--- src/rtl/pipe_pkg.sv ---
// rtl/pipe_pkg.sv - shared constants and types for the pipeline hazard unit
package pipe_pkg;

    localparam int REG_AW_DEF = 5;

    localparam logic [1:0] FWD_RF = 2'b00;
    localparam logic [1:0] FWD_W  = 2'b01;
    localparam logic [1:0] FWD_M  = 2'b10;

    typedef enum logic {
        MULT_IDLE = 1'b0,
        MULT_BUSY = 1'b1
    } mult_state_t;

endpackage

--- src/rtl/mult_interlock.sv ---
// rtl/mult_interlock.sv - tracks multiplier occupancy after a multiply issues
module mult_interlock
    import pipe_pkg::*;
#(
    parameter int MULT_LAT = 4
) (
    input  logic clk,
    input  logic rst_n,
    input  logic issue,
    output logic mult_busy
);

    localparam int CW = (MULT_LAT > 1) ? $clog2(MULT_LAT) : 1;

    mult_state_t   state;
    logic [CW-1:0] cnt;

    // cnt holds the busy cycles still to come after the current one
    always_ff @(posedge clk or negedge rst_n) begin
        if (!rst_n) begin
            state     <= MULT_IDLE;
            cnt       <= '0;
            mult_busy <= 1'b0;
        end else begin
            case (state)
                MULT_IDLE: begin
                    if (issue) begin
                        state     <= MULT_BUSY;
                        cnt       <= CW'(MULT_LAT - 1);
                        mult_busy <= 1'b1;
                    end
                end
                MULT_BUSY: begin
                    if (cnt == '0) begin
                        state     <= MULT_IDLE;
                        mult_busy <= 1'b0;
                    end else begin
                        cnt <= cnt - 1'b1;
                    end
                end
                default: begin
                    state     <= MULT_IDLE;
                    mult_busy <= 1'b0;
                end
            endcase
        end
    end

endmodule

--- src/rtl/hazard_ctrl.sv ---
// rtl/hazard_ctrl.sv - stall, flush and forwarding control for the 5-stage pipeline
module hazard_ctrl
    import pipe_pkg::*;
#(
    parameter int REG_AW   = REG_AW_DEF,
    parameter int MULT_LAT = 4,
    parameter int CNT_W    = 16,
    parameter int FWD_EN   = 1
) (
    input  logic              clk,
    input  logic              reset,
    input  logic [REG_AW-1:0] RsD,
    input  logic [REG_AW-1:0] RtD,
    input  logic [REG_AW-1:0] RsE,
    input  logic [REG_AW-1:0] RtE,
    input  logic [REG_AW-1:0] WriteRegE,
    input  logic [REG_AW-1:0] WriteRegM,
    input  logic [REG_AW-1:0] WriteRegW,
    input  logic              RegWriteE,
    input  logic              RegWriteM,
    input  logic              RegWriteW,
    input  logic              MemToRegE,
    input  logic              MemToRegM,
    input  logic              BranchD,
    input  logic              multiply,
    input  logic              HiLoReadD,
    output logic              StallF,
    output logic              StallD,
    output logic              FlushE,
    output logic [1:0]        ForwardAE,
    output logic [1:0]        ForwardBE,
    output logic              ForwardAD,
    output logic              ForwardBD,
    output logic              mult_busy,
    output logic [CNT_W-1:0]  stall_count
);

    // r0 is hardwired zero, so it never creates a dependency
    function automatic logic dep(input logic [REG_AW-1:0] src,
                                 input logic [REG_AW-1:0] dst,
                                 input logic              we);
        return we && (src != '0) && (src == dst);
    endfunction

    function automatic logic [1:0] fwd_sel(input logic [REG_AW-1:0] src);
        if (dep(src, WriteRegM, RegWriteM))
            return FWD_M;
        else if (dep(src, WriteRegW, RegWriteW))
            return FWD_W;
        else
            return FWD_RF;
    endfunction

    logic lwstall, brstall, rawstall, multstall;
    logic dep_stall, stall, mult_issue;

    assign lwstall  = MemToRegE && (dep(RsD, WriteRegE, 1'b1) || dep(RtD, WriteRegE, 1'b1));
    assign brstall  = BranchD &&
                      (dep(RsD, WriteRegE, RegWriteE) || dep(RtD, WriteRegE, RegWriteE) ||
                       dep(RsD, WriteRegM, MemToRegM) || dep(RtD, WriteRegM, MemToRegM));
    assign rawstall = dep(RsD, WriteRegE, RegWriteE) || dep(RtD, WriteRegE, RegWriteE) ||
                      dep(RsD, WriteRegM, RegWriteM) || dep(RtD, WriteRegM, RegWriteM) ||
                      dep(RsD, WriteRegW, RegWriteW) || dep(RtD, WriteRegW, RegWriteW);

    assign dep_stall  = (FWD_EN != 0) ? (lwstall || brstall) : rawstall;
    assign multstall  = mult_busy && (multiply || HiLoReadD);
    assign stall      = dep_stall || multstall;
    assign mult_issue = multiply && !dep_stall;

    mult_interlock #(
        .MULT_LAT (MULT_LAT)
    ) u_mult (
        .clk       (clk),
        .rst_n     (reset),
        .issue     (mult_issue),
        .mult_busy (mult_busy)
    );

    // while reset is held the ID-EX register is flushed and nothing is stalled
    assign StallF    = reset && stall;
    assign StallD    = reset && stall;
    assign FlushE    = !reset || stall;
    assign ForwardAE = (FWD_EN != 0 && reset) ? fwd_sel(RsE) : FWD_RF;
    assign ForwardBE = (FWD_EN != 0 && reset) ? fwd_sel(RtE) : FWD_RF;
    assign ForwardAD = (FWD_EN != 0) && reset && dep(RsD, WriteRegM, RegWriteM);
    assign ForwardBD = (FWD_EN != 0) && reset && dep(RtD, WriteRegM, RegWriteM);

    always_ff @(posedge clk or negedge reset) begin
        if (!reset)
            stall_count <= '0;
        else if (StallD && (stall_count != '1))
            stall_count <= stall_count + 1'b1;
    end

endmodule
--- config.mk ---
export PLATFORM = sky130hd
export DESIGN_NAME = hazard_ctrl
export DESIGN_NICKNAME = d
export VERILOG_FILES = /design/src/rtl/pipe_pkg.sv /design/src/rtl/mult_interlock.sv /design/src/rtl/hazard_ctrl.sv
export SDC_FILE = /design/constraint.sdc
export NUM_CORES = 1
export LEC_CHECK = 0
export BUFFER_PORTS_ARGS = -buffer_cell sky130_fd_sc_hd__buf_2
export CORE_MARGIN = 4
export CORE_UTILIZATION = 47
export CTS_CLUSTER_DIAMETER = 200
export CTS_CLUSTER_SIZE = 20
export DETAILED_ROUTE_END_ITERATION = 16
export PLACE_DENSITY = 0.8
export SETUP_SLACK_MARGIN = 0.2
export SLEW_MARGIN = 20
export SYNTH_ARGS = -nofsm -noshare
export SYNTH_HDL_FRONTEND = slang
export SYNTH_SLANG_ARGS = --single-unit
--- constraint.sdc ---
create_clock -name clk -period 2.6 [get_ports clk]
set_input_delay 0.13 -clock clk [delete_from_list [all_inputs] [get_ports clk]]
set_output_delay 0.13 -clock clk [all_outputs]
set_load 0.03 [all_outputs]
### Word-level counts from Yosys, hierarchy flattened

Index checks and enable logic that the tools add are counted.

* add/subtract/negate cells: 2
* multipliers: 0
* div/mod/pow operators: 0
* $lt $le $gt $ge: 0
* eq/ne operators: 12
* shifts and indexed selects: 0
* muxes and demuxes: 15
* bitwise operators: 1
* reduce and logical (&&, ||, !) cells: 47

Operator list (number)
* 5-bit == test: 8
* 1-bit logical AND: 30
* 5-bit nonzero test: 4
* 16-bit by 1-bit adder with 16-bit output (second input constant): 1
* 16-bit inequality test (second input constant): 1
* 2-bit two-way mux: 6
* 1-bit logical OR: 8
* 1-bit two-way mux: 6
* 2-bit inequality test (second input constant): 3
* 1-bit one-hot mux with 2 select lines: 2
* 2-bit one-hot mux with 2 select lines: 1
* 2-bit AND reduction: 2
* 1-bit zero test: 2
* 2-bit zero test: 1
* 2-bit by 1-bit subtractor with 2-bit output (second input constant): 1
* 1-bit NOT: 1

* register bits: 20
* bits in latches: 0
* memory bits (writable): 0
* memory bits (read-only): 0
* input port bits: 45
* memories kept: 0

### Logic depth before layout (Yosys ltp)

Gate-level depths: netlist of the first run.

* depth in word-level cells: 12
* mapped depth: 9

### Hierarchy

Synthesis of the first run repeated with hierarchy kept, for this count alone.

* cells, all modules: 178
* area, all modules: 1635.3 um^2

By module, submodules not included
* hazard_ctrl: times used 1, cells an instance 159, area an instance 1436.4 um^2, seq. area each 400.4 um^2
* mult_interlock: times used 1, cells an instance 19, area an instance 198.9 um^2, seq. area each 100.1 um^2

### Worst setup path before layout of the first run

OpenSTA, ideal clock, no wires.

* kind: reg-to-reg
* start: reg stall_count[0]
* end: reg stall_count[1]
* library setup time: 0.128 ns
* data arrival time: 2.049 ns
* required time: 2.472 ns
* setup slack: 0.424 ns
* cell stages (with the launch flop): 7
* clock period less this slack: 2.176 ns
* cell sequence: dfrtp_1 ha_1 and3_1 nand3_1 or3_2 nand2_2 mux2_1

* word-level cells in the longest chain between the ends: 2
* elaborated cells on any way between the ends: 3
* classes of those cells: add/sub (1); eq/ne (1); reduce/logical (1)

RTL lines
* start: declaration: RTL line hazard_ctrl.sv:35 `output logic [CNT_W-1:0] stall_count`
* start signal: assignment: RTL line hazard_ctrl.sv:92 `stall_count <= stall_count + 1'b1;`
* parallel branches: the longest is 2 deep, another holds 16-bit by 1-bit adder with 16-bit output

Parallel ways; which one is timed is not known.
A chain may end at the register's enable or synchronous reset.

### Final worst setup path of the first run

Same ends and word-level chain as after synthesis.

==> flow_metrics.env, run 1 <==
export IMPL_synth_edf_count=0
export IMPL_synth_simple_area_share_pct=25.7
export IMPL_die_w_um=66.5
export IMPL_grt_pass1_vias=1448
export IMPL_vias=1517
export IMPL_dpl_hpwl_um=3290
export IMPL_wire_per_inst_um=14.0
export IMPL_power_total_mw=1.12
export IMPL_maxSlewHeadroom_pct=61.8
export IMPL_drtIter0Drc=105
export IMPL_seqPwrFrac_pct=39.4
export IMPL_cts_buffers_inserted=3
export IMPL_synth_cell_type_count=39
export IMPL_grt_pass1_wl_um=6490
export IMPL_ctsHoldBuffers=1
export IMPL_p_clk_share_pct=16.1
export IMPL_synth_seq_cells=20
export IMPL_globalRouteTotalUtil_pct=18.9
export IMPL_synth_fa_ha_area_share_pct=1.56
export IMPL_peakVddDrop_mv=0.317
export IMPL_maxSlewViolCount=0
export IMPL_cp_required_ns=2.79
export IMPL_fin_ws_ns=0.488
export IMPL_synth_xor_area_share_pct=28.3
export IMPL_cts_repair_resized=0
export IMPL_syn_cell_area_um2=1610
export IMPL_drc=0
export IMPL_drv_cap=0
export IMPL_antennaDiodeCount=0
export IMPL_setup_tns_ns=0
export IMPL_post_cts_buffers=0
export IMPL_rows=20
export IMPL_synth_main_ff_cell="dfrtp_1"
export IMPL_vias_per_cell=5.32
export IMPL_area_growth_syn_to_layout_pct=26.5
export IMPL_final_setup_viol_count=0
export IMPL_final_layout_size_suffix_gt1_share_pct=37.3
export IMPL_async_reset_ff_share_pct=100
export IMPL_clkTransAtPathRegs_ns=0.11
export IMPL_path_delay_family="simple AND/OR/NAND/NOR gates"
export IMPL_reg2regPathDepth=6
export IMPL_htree_levels=1
export IMPL_wirelength_um=4000
export IMPL_clockBufferDepth=2
export IMPL_die_area_um2=4420
export IMPL_initial_core_util_pct=51.0
export IMPL_fmax_ghz=0.474
export IMPL_power_switching_mw=0.455
export IMPL_preCtsSetupSlack_ns=0.442
export IMPL_swShare_pct=40.6
export IMPL_yosysWarnings=0
export IMPL_clk_latency_ns=0.30
export IMPL_cp_start_kind="flop"
export IMPL_fin_skew_ns=0.00485
export IMPL_drt_first_pass_iters=4
export IMPL_comb_power_share_pct=44.4
export IMPL_core_area_um2=3150
export IMPL_setup_worst_path_end_class="flop"
export IMPL_slowest_delay_ns=0.59
export IMPL_syn_instance_count=169
export IMPL_synthMuxAreaShare_pct=1.95
export IMPL_place_congestion=0.874
export IMPL_io_buffers=70
export IMPL_worstHoldPathCells=3
export IMPL_die_y_um=66.5
export IMPL_timing_rr_end="stall_count[1]$_DFFE_PN0P_"
export IMPL_rr_startpoint="stall_count[0]$_DFFE_PN0P_"
export IMPL_grt_start_max_net_pins=25
export IMPL_nets=289
export IMPL_ant_nets=0
export IMPL_synth_compound_area_share_pct=7.63
export IMPL_hold_end="u_mult.mult_busy$_DFFE_PN0P_"
export IMPL_worstMarginPinSlew_ns=0.572
export IMPL_crit_fanout=5
export IMPL_cts_root_buf="clkbuf_4"
export IMPL_hold_viol=0
export IMPL_syn_num_nets=216
export IMPL_placed_area_um2=1990
export IMPL_final_area_um2=2030
export IMPL_synth_top_family_by_area="XOR/XNOR gates"
export IMPL_status="finished clean"
export IMPL_rsz0062_at_grt="no"
export IMPL_cts_tree="built"
export IMPL_worstSetupPathType="flop to flop"
export IMPL_ioPinCount=71
export IMPL_r2r_setup_slack_ns=0.49
export IMPL_antenna_found_initial=0
export IMPL_power_internal_mw=0.666
export IMPL_crit_slowest_cell="or3_2"
export IMPL_min_delay_start="multiply"
export IMPL_arrival_ns=2.31
export IMPL_cp_cell_sequence="ha_1, and3_1, nand3_1, or3_2, nand2_2, mux2_1"
export IMPL_clkSinkCount=20
export IMPL_fin_crit_ns=2.11
export IMPL_finalCritPeriodShare_pct=81.2
export IMPL_avgSynthCellArea_um2=9.51
export IMPL_cp_buffers_inverters=0
export IMPL_p_per_area_nw_per_um2=551
export IMPL_power_leakage_nw=0.950
export IMPL_grt_remaining_overflow=0
export IMPL_synth_seq_area_share_pct=31.1
export IMPL_hold_path_class="input pin to flop"
==> layer usage <==
layer | vias to the layer above | GRT usage, % | share of wire [%]
met3 | 15 | 2.87 | 5.2
met5 | - | 0 | 0
li1 | 747 | - | -
met2 | 62 | 30.9 | 49
met1 | 693 | 24.2 | 42
met4 | 0 | 9.14 | 3.2
==> cell type report <==
| cell class | instances | area (um2) |
|---|---|---|
| multi-input combinational | 138 | 1050 |
| clock buffer | 4 | 36.3 |
| tap | 44 | 55.1 |
| sequential | 20 | 500 |
| inverter | 7 | 26.3 |
| fill | 292 | 1120 |
| timing repair buffer | 72 | 368 |
==> power groups by stage <==
stage	Sequential, mW	Clock [mW]	Combinational (mW)
3_5_place_dp	0.447	0	0.503
3_3_place_gp	0.447	0	0.491
5_1_grt	0.452	0.204	0.551
6_report	0.442	0.181	0.498
4_1_cts	0.442	0.190	0.505
2_1_floorplan	0.523	0	0.270
==> layout by cell type (no fill, tap or decap), drive strengths merged, types with 3 or more instances in the layout <==
master  synthesis  layout
xor2           14      14
and2            3       3
nor2            8       8
inv             7       7
a31oi           3       3
nor4            8       8
buf             3      71
o21ai           3       3
xnor2          38      38
nand3          15      15
clkbuf          1       4
and3            7       7
nand2           7       7
nand4           9       9
dfrtp          20      20
or4             4       4
==> flip-flops by register name, indices dropped and copies added, names as in the netlist <==
| register | flops |
|---|---|
| u_mult.state | 1 |
| stall_count | 16 |
| u_mult.cnt | 2 |
| u_mult.mult_busy | 1 |
==> worst min-delay path, delay by kind of cell <==
| family | cells | cell delay (ns) |
|---|---|---|
| AO/OA/AOI/OAI | 1 | 0.09 |
| AND/OR/NAND/NOR | 1 | 0.11 |
| buffers and inverters | 1 | 0.11 |
==> per-stage QoR <==
step | hold slack, ns | instances | utilization (%)
2_1_floorplan | -0.166 | 169 | -
3_3_place_gp | 0.185 | 280 | 63.0
3_5_place_dp | 0.187 | 280 | 63.0
4_1_cts | 0.161 | 285 | 64.5
5_1_grt | 0.165 | 285 | 64.5
6_report | 0.174 | 285 | 64.5
==> logic make-up (layout without fill, tap and decap cells) <==
kind of cell    Yosys count  in the layout
buf+inv                  11             83
xor+xnor                 52             52
fa+ha+maj                 2              2
mux                       3              3
flops                    20             20
compound gates           15             15
simple gates             66             66
==> synthesized netlist by cell type (3+ instances only) <==
cell type | number | area [um2]
or4_1 | 4 | 30.0
and2_1 | 3 | 18.8
nand2_1 | 5 | 18.8
dfrtp_1 | 20 | 500
and3_1 | 7 | 43.8
nor4_1 | 6 | 37.5
nand3_1 | 10 | 50.1
nand4_1 | 9 | 56.3
nand3_2 | 5 | 50.1
xnor2_1 | 38 | 333
xor2_1 | 14 | 123
inv_1 | 7 | 26.3
nor2_1 | 6 | 22.5
==> worst max-delay path by stage <==
| stage | start | cells after the start | end | slack (ns) |
|---|---|---|---|---|
| 4_1_cts | stall_count[0]$_DFFE_PN0P_ | 6 | stall_count[1]$_DFFE_PN0P_ | 0.49 |
| 3_3_place_gp | WriteRegM[1] | 8 | stall_count[1]$_DFFE_PN0P_ | 0.50 |
| 5_1_grt | stall_count[0]$_DFFE_PN0P_ | 6 | stall_count[1]$_DFFE_PN0P_ | 0.41 |
| 6_report | stall_count[0]$_DFFE_PN0P_ | 6 | stall_count[1]$_DFFE_PN0P_ | 0.49 |
| 3_5_place_dp | WriteRegM[0] | 8 | stall_count[1]$_DFFE_PN0P_ | 0.44 |
| 2_1_floorplan | stall_count[0]$_DFFE_PN0P_ | 6 | stall_count[1]$_DFFE_PN0P_ | 0.42 |
Note: power is estimated with default switching activity, not from simulation.
==> run 2, diff against run 1 <==
--- a/config.mk
+++ b/config.mk
@@ -5,13 +5,14 @@
 export SDC_FILE = /design/constraint.sdc
 export NUM_CORES = 1
 export LEC_CHECK = 0
+export ABC_AREA = 1
 export BUFFER_PORTS_ARGS = -buffer_cell sky130_fd_sc_hd__buf_2
 export CORE_MARGIN = 4
-export CORE_UTILIZATION = 47
+export CORE_UTILIZATION = 50
 export CTS_CLUSTER_DIAMETER = 200
 export CTS_CLUSTER_SIZE = 20
 export DETAILED_ROUTE_END_ITERATION = 16
-export PLACE_DENSITY = 0.8
+export PLACE_DENSITY = 0.81
 export SETUP_SLACK_MARGIN = 0.2
 export SLEW_MARGIN = 20
 export SYNTH_ARGS = -nofsm -noshare
==> constraint.sdc (replaced) <==
create_clock -name clk -period 2.2 [get_ports clk]
set_input_delay 0.11 -clock clk [delete_from_list [all_inputs] [get_ports clk]]
set_output_delay 0.11 -clock clk [all_outputs]
set_load 0.03 [all_outputs]
==> run 2 against run 1 <==
Effect of this change: clock-buffer cell count decreased by 1; die area increased by 9.6%; core utilization decreased by 0.27 points; global-route usage increased by 0.58 points; area after synthesis increased by 18%.
==> flow_metrics.env, run 2 <==
export IMPL_cp_start_kind="flop"
export IMPL_fin_skew_ns=0.00904
export IMPL_drc=0
export IMPL_final_common_cell="nand2_1"
export IMPL_synth_seq_cells=20
export IMPL_power_internal_mw=0.811
export IMPL_ant_nets=0
export IMPL_die_y_um=69.6
export IMPL_finalCritPeriodShare_pct=84.4
export IMPL_comb_power_share_pct=47.4
export IMPL_peakVddDrop_mv=0.478
export IMPL_syn_cell_area_um2=1900
export IMPL_seqPwrFrac_pct=36.2
export IMPL_avgSynthCellArea_um2=6.77
export IMPL_grt_start_max_net_pins=29
export IMPL_grt_pass1_vias=1888
export IMPL_globalRouteTotalUtil_pct=19.5
export IMPL_fin_crit_ns=1.86
export IMPL_rsz0062_at_grt="no"
export IMPL_syn_instance_count=280
export IMPL_async_reset_ff_share_pct=100
export IMPL_r2r_setup_slack_ns=0.34
export IMPL_whs_ns=0.244
export IMPL_worstSetupPathType="flop to flop"
export IMPL_drt_first_pass_iters=4
export IMPL_yosysWarnings=0
export IMPL_power_leakage_nw=1.32
export IMPL_setup_tns_ns=0
export IMPL_synth_edf_count=0
export IMPL_largest_reg_flops=16
export IMPL_final_setup_viol_count=0
export IMPL_setup_worst_path_end_class="flop"
export IMPL_drtIter0Drc=93
export IMPL_synth_seq_area_share_pct=26.4
export IMPL_hold_viol=0
export IMPL_crit_fanout=16
export IMPL_htree_levels=1
export IMPL_die_area_um2=4840
export IMPL_arrival_ns=2.01
export IMPL_hold_path_class="input pin to flop"
export IMPL_fillers=351
export IMPL_maxSlewViolCount=0
export IMPL_io_buffers=70
export IMPL_grt_pass1_wl_um=8000
export IMPL_p_per_area_nw_per_um2=612
export IMPL_synth_main_ff_cell="dfrtp_1"
export IMPL_fmax_ghz=0.538
export IMPL_cts_root_buf="clkbuf_8"
export IMPL_regMostFlops="stall_count"
export IMPL_drv_cap=0
export IMPL_yosysMostFrequentCell="nand2_1"
export IMPL_synthTopCellsByArea="dfrtp_1, nand2_1, xnor2_1, xor2_1, inv_1"
export IMPL_rows=22
export IMPL_core_area_um2=3660
export IMPL_wirelength_um=4640
export IMPL_maxSlewHeadroom_pct=73.0
export IMPL_status="finished clean"
export IMPL_clockBufferDepth=2
export IMPL_final_area_um2=2350
export IMPL_syn_num_nets=327
export IMPL_ys_top_cells_by_count="nand2_1, inv_1, nor2_1"
export IMPL_final_layout_size_suffix_gt1_share_pct=25.4
export IMPL_clkSinkCount=20
export IMPL_antenna_found_initial=0
export IMPL_power_switching_mw=0.628
export IMPL_swShare_pct=43.7
export IMPL_die_w_um=69.6
export IMPL_synth_area_leader_cell="dfrtp_1"
export IMPL_clk_latency_ns=0.26
export IMPL_wire_per_inst_um=11.6
export IMPL_mostFrequentLayoutCells="nand2_1, buf_2, inv_1"
export IMPL_worstMarginPinSlew_ns=0.401
export IMPL_clkTransAtPathRegs_ns=0.07
export IMPL_initial_core_util_pct=51.8
export IMPL_area_growth_syn_to_layout_pct=23.9
export IMPL_synth_cell_type_count=32
export IMPL_cp_required_ns=2.35
export IMPL_nets=400
export IMPL_vias=1986
export IMPL_cts_tree="built"
export IMPL_vias_per_cell=4.98
export IMPL_antennaDiodeCount=0
export IMPL_ioPinCount=71
export IMPL_synth_top_area_share_pct=26.4
export IMPL_top_regs="stall_count (16), u_mult.cnt (2)"
export IMPL_grt_remaining_overflow=0
export IMPL_placed_area_um2=2270
export IMPL_p_clk_share_pct=16.4
export IMPL_dpl_hpwl_um=3870
export IMPL_power_total_mw=1.44
export IMPL_place_congestion=0.842
export IMPL_cts_buffers_inserted=3
==> run 2: cell count changes after synthesis, sizes merged, moves of 4 or more <==
cell / delta
inv: +30
nand2: +73
xnor2: -16
nor2: +26
nor4: -7
or4: -4
nor3: +6
and3: -5
a211oi: +4
nand4: +12
==> run 2: layout make-up <==
class | count | area (um2) | area share, %
inverter | 37 | 139 | 5.91
sequential | 20 | 500 | 21.3
multi-input combinational | 215 | 1210 | 51.6
clock buffer | 3 | 41.3 | 1.76
tap | 48 | 60.1 | 2.55
timing repair buffer | 76 | 398 | 16.9
==> run 2: path summary, 6_finish.rpt <==
check                                           start                            to  depth (start not counted)
setup / recovery           stall_count[0]$_DFFE_PN0P_    stall_count[8]$_DFFE_PN0P_                          9
hold / removal                               multiply  u_mult.mult_busy$_DFFE_PN0P_                          5
setup reg to reg           stall_count[0]$_DFFE_PN0P_    stall_count[8]$_DFFE_PN0P_                          9
hold reg to reg            stall_count[9]$_DFFE_PN0P_    stall_count[9]$_DFFE_PN0P_                          2
max in group asynchronous                       reset    stall_count[5]$_DFFE_PN0P_                          3
min in group asynchronous                       reset   stall_count[15]$_DFFE_PN0P_                          3
==> run 2: logic make-up after synthesis <==
group                      Yosys count  share of synthesized area (%)
DFF                                 20                           26.4
and+or+nand+nor                    159                           38.2
adders and majority gates            2                           1.32
AOI/OAI and AO/OA                   16                           6.07
xor gates and xnor gates            38                           17.5
buffers and inverters               45                           10.5
==> run 2: repair_timing <==
| item | CTS | global route |
|---|---|---|
| endpoints found under the hold margin | 20 | 0 |
| gates resized for setup | 0 | 2 |
| setup buffers | 0 | 2 |
| endpoints found under the setup margin | 0 | 16 |
| hold buffers | 1 | 0 |
==> run 2: power by group through the flow <==
stage	Sequential, mW	Combinational (mW)	Clock (mW)
6_report	0.521	0.682	0.236
5_1_grt	0.532	0.763	0.257
4_1_cts	0.519	0.679	0.247
3_5_place_dp	0.525	0.675	0
3_3_place_gp	0.524	0.656	0
2_1_floorplan	0.606	0.408	0
==> run 2: layer usage <==
layer  share of wire, %  global-route usage (%)  routed length, um
met1                 44                    23.4               2060
met2                 51                    35.5               2360
met3                4.4                    3.04                203
met4               0.32                    5.64                 15
met5                  0                       0                  0
==> run 2: worst max-delay path, cell delays in order, from the launching register on <==
cell	delay (ns)
dfrtp_1	0.41
ha_1	0.22
nand3_2	0.15
nor2_4	0.16
nand3_2	0.10
nor2_1	0.19
nand3_4	0.21
buf_4	0.19
nand4_1	0.08
nand2_1	0.06
==> run 2: stage by stage <==
step / utilization, % / instances / worst slack, ns
final: 64.2 / 399 / 0.343
after CTS: 63.4 / 397 / 0.217
after detailed placement: 62.0 / 393 / 0.229
after global placement: 62.0 / 393 / 0.341
after floorplan: - / 280 / 0.345
after global routing: 64.2 / 399 / 0.190
==> run 3, diff against run 2 <==
--- a/config.mk
+++ b/config.mk
@@ -8,11 +8,11 @@
 export ABC_AREA = 1
 export BUFFER_PORTS_ARGS = -buffer_cell sky130_fd_sc_hd__buf_2
 export CORE_MARGIN = 4
-export CORE_UTILIZATION = 50
+export CORE_UTILIZATION = 45
 export CTS_CLUSTER_DIAMETER = 200
 export CTS_CLUSTER_SIZE = 20
 export DETAILED_ROUTE_END_ITERATION = 16
-export PLACE_DENSITY = 0.81
+export PLACE_DENSITY = 0.77
 export SETUP_SLACK_MARGIN = 0.2
 export SLEW_MARGIN = 20
 export SYNTH_ARGS = -nofsm -noshare
==> constraint.sdc (replaced) <==
create_clock -name clk -period 1.6 [get_ports clk]
set_input_delay 0.08 -clock clk [delete_from_list [all_inputs] [get_ports clk]]
set_output_delay 0.08 -clock clk [all_outputs]
set_load 0.03 [all_outputs]
==> run 3 against run 2 <==
Effect of this change: cell count grew 7.0%; first-iteration DRC count grew 100%; flip-flop and latch count is the same; register-to-register slack lost 0.28 ns; clock-buffer cell count grew 1; largest power group unchanged; sequential share of layout area shrank 2.7 points; critical endpoint is now stall_count[12]$_DFFE_PN0P_; total power grew 62%; die area grew 9.8%; core utilization grew 3.3 points; largest cell class unchanged; global-route usage grew 1.4 points.
==> flow_metrics.env, run 3 (synthesis results as in run 2) <==
export IMPL_status="finished clean"
export IMPL_grt_pass1_vias=2095
export IMPL_seqCellArea_um2=505
export IMPL_fillers=346
export IMPL_largest_reg_flops=16
export IMPL_final_setup_viol_count=0
export IMPL_fmax_ghz=0.650
export IMPL_drtIter0Drc=189
export IMPL_power_internal_mw=1.34
export IMPL_clkTransAtPathRegs_ns=0.08
export IMPL_htree_levels=1
export IMPL_drc=0
export IMPL_p_per_area_nw_per_um2=855
export IMPL_timing_rr_end="stall_count[12]$_DFFE_PN0P_"
export IMPL_globalRouteTotalUtil_pct=20.9
export IMPL_power_total_mw=2.33
export IMPL_core_area_um2=4030
export IMPL_worstMarginPinSlew_ns=0.914
export IMPL_hold_viol=0
export IMPL_clockBufferDepth=2
export IMPL_final_common_cell="nand2_1"
export IMPL_wire_per_inst_um=13.1
export IMPL_hold_end="u_mult.mult_busy$_DFFE_PN0P_"
export IMPL_cts_root_buf="clkbuf_8"
export IMPL_power_leakage_nw=1.47
export IMPL_setup_tns_ns=0
export IMPL_rsz0062_at_grt="yes"
export IMPL_die_w_um=72.9
export IMPL_top_regs="stall_count (16), u_mult.cnt (2)"
export IMPL_cp_required_ns=1.76
export IMPL_finalCritPeriodShare_pct=96.1
export IMPL_grt_remaining_overflow=0
export IMPL_reg2regPathDepth=9
export IMPL_top_usage_layer="met2"
export IMPL_rows=23
export IMPL_rr_startpoint="stall_count[0]$_DFFE_PN0P_"
export IMPL_fin_skew_ns=0.00338
export IMPL_fin_util_pct=67.5
export IMPL_p_clk_share_pct=17.4
export IMPL_drt_first_pass_iters=5
export IMPL_maxSlewHeadroom_pct=39.0
export IMPL_antennaDiodeCount=0
export IMPL_arrival_ns=1.70
export IMPL_grtUsageMet2_pct=37.4
export IMPL_min_delay_start="multiply"
export IMPL_cts_tree="built"
export IMPL_dpl_hpwl_um=4000
export IMPL_place_congestion=0.915
export IMPL_final_layout_size_suffix_gt1_share_pct=36.9
export IMPL_grt_start_max_net_pins=24
export IMPL_setup_worst_path_end_class="flop"
export IMPL_peakVddDrop_mv=0.710
export IMPL_maxSlewViolCount=0
export IMPL_nets=425
export IMPL_fin_cells=427
export IMPL_crit_fanout=7
export IMPL_drv_cap=0
export IMPL_regMostFlops="stall_count"
export IMPL_comb_power_share_pct=51.4
export IMPL_ant_nets=0
export IMPL_multi_input_area_um2=1310
export IMPL_fin_crit_ns=1.54
export IMPL_clkSinkCount=20
export IMPL_ioPinCount=71
export IMPL_worstHoldPathCells=5
export IMPL_seqPwrFrac_pct=31.2
export IMPL_dp_cells=410
export IMPL_clk_latency_ns=0.27
export IMPL_met3_usage_pct=3.58
export IMPL_power_switching_mw=0.981
export IMPL_die_area_um2=5320
export IMPL_grt_pass1_wl_um=9030
export IMPL_worstSetupPathType="flop to flop"
export IMPL_initial_core_util_pct=47.1
export IMPL_r2r_setup_slack_ns=0.06
export IMPL_cp_start_kind="flop"
export IMPL_area_growth_syn_to_layout_pct=43.5
export IMPL_cts_buffers_inserted=3
export IMPL_swShare_pct=42.2
export IMPL_hold_path_class="input pin to flop"
export IMPL_groute_layer_met1_usage_pct=25.9
export IMPL_wirelength_um=5610
export IMPL_io_buffers=70
export IMPL_mostFrequentLayoutCells="nand2_1, buf_2, inv_1"
export IMPL_die_y_um=72.9
export IMPL_vias=2253
export IMPL_antenna_found_initial=0
export IMPL_vias_per_cell=5.28
## run 3: cell type report
class	instances	share of cell area, %
clock buffers	4	2.02
inverters	37	5.10
multi-input cells	215	48.1
flip-flops and latches	20	18.6
well taps	50	2.30
repair buffers	101	23.9
## run 3: worst max path at each step
| stage | startpoint | end | cells past startpoint |
|---|---|---|---|
| 2_1_floorplan | stall_count[0]$_DFFE_PN0P_ | stall_count[6]$_DFFE_PN0P_ | 10 |
| 3_3_place_gp | stall_count[0]$_DFFE_PN0P_ | stall_count[15]$_DFFE_PN0P_ | 10 |
| 3_5_place_dp | stall_count[0]$_DFFE_PN0P_ | stall_count[2]$_DFFE_PN0P_ | 9 |
| 4_1_cts | stall_count[0]$_DFFE_PN0P_ | stall_count[5]$_DFFE_PN0P_ | 9 |
| 5_1_grt | stall_count[0]$_DFFE_PN0P_ | stall_count[12]$_DFFE_PN0P_ | 9 |
| 6_report | stall_count[0]$_DFFE_PN0P_ | stall_count[12]$_DFFE_PN0P_ | 9 |
## run 3: through the flow
stage / setup WS (ns) / area, um2 / hold WS (ns)
3_5_place_dp: -0.0241 / 2430 / 0.0777
6_report: 0.0616 / 2720 / 0.185
4_1_cts: 0.0881 / 2630 / 0.180
3_3_place_gp: 0.0272 / 2430 / 0.0777
2_1_floorplan: -0.0922 / 1940 / -0.216
5_1_grt: -0.0459 / 2720 / 0.243
## run 3: power by group through the flow
stage | Combinational [mW] | Sequential, mW | Clock [mW]
global placement | 1.05 | 0.721 | 0
floorplan | 0.586 | 0.860 | 0
detailed placement | 1.07 | 0.730 | 0
CTS | 1.15 | 0.728 | 0.406
global route | 1.31 | 0.740 | 0.420
finish | 1.20 | 0.727 | 0.404
## run 3: what timing repair did
action,CTS,global route
hold endpoints to repair,20,0
resized for setup,20,19
endpoints found under the setup margin,19,39
setup buffers,8,4
hold buffers,1,0
pin swaps,13,18
## run 3: metal layers
layer | part of all wire (%) | routed length [um]
met5 | 0 | 0
met1 | 40 | 2250
met3 | 7.4 | 417
met2 | 51 | 2850
met4 | 1.6 | 90
## run 3: critical path, cell delays in order (launching register included)
cell and delay, ns:
dfrtp_2 0.40, ha_4 0.16, nand3_4 0.09, nor2_4 0.14
nand3_4 0.09, nor2_4 0.11, nand3_4 0.13, buf_6 0.16
nand4_1 0.09, nand2_1 0.06
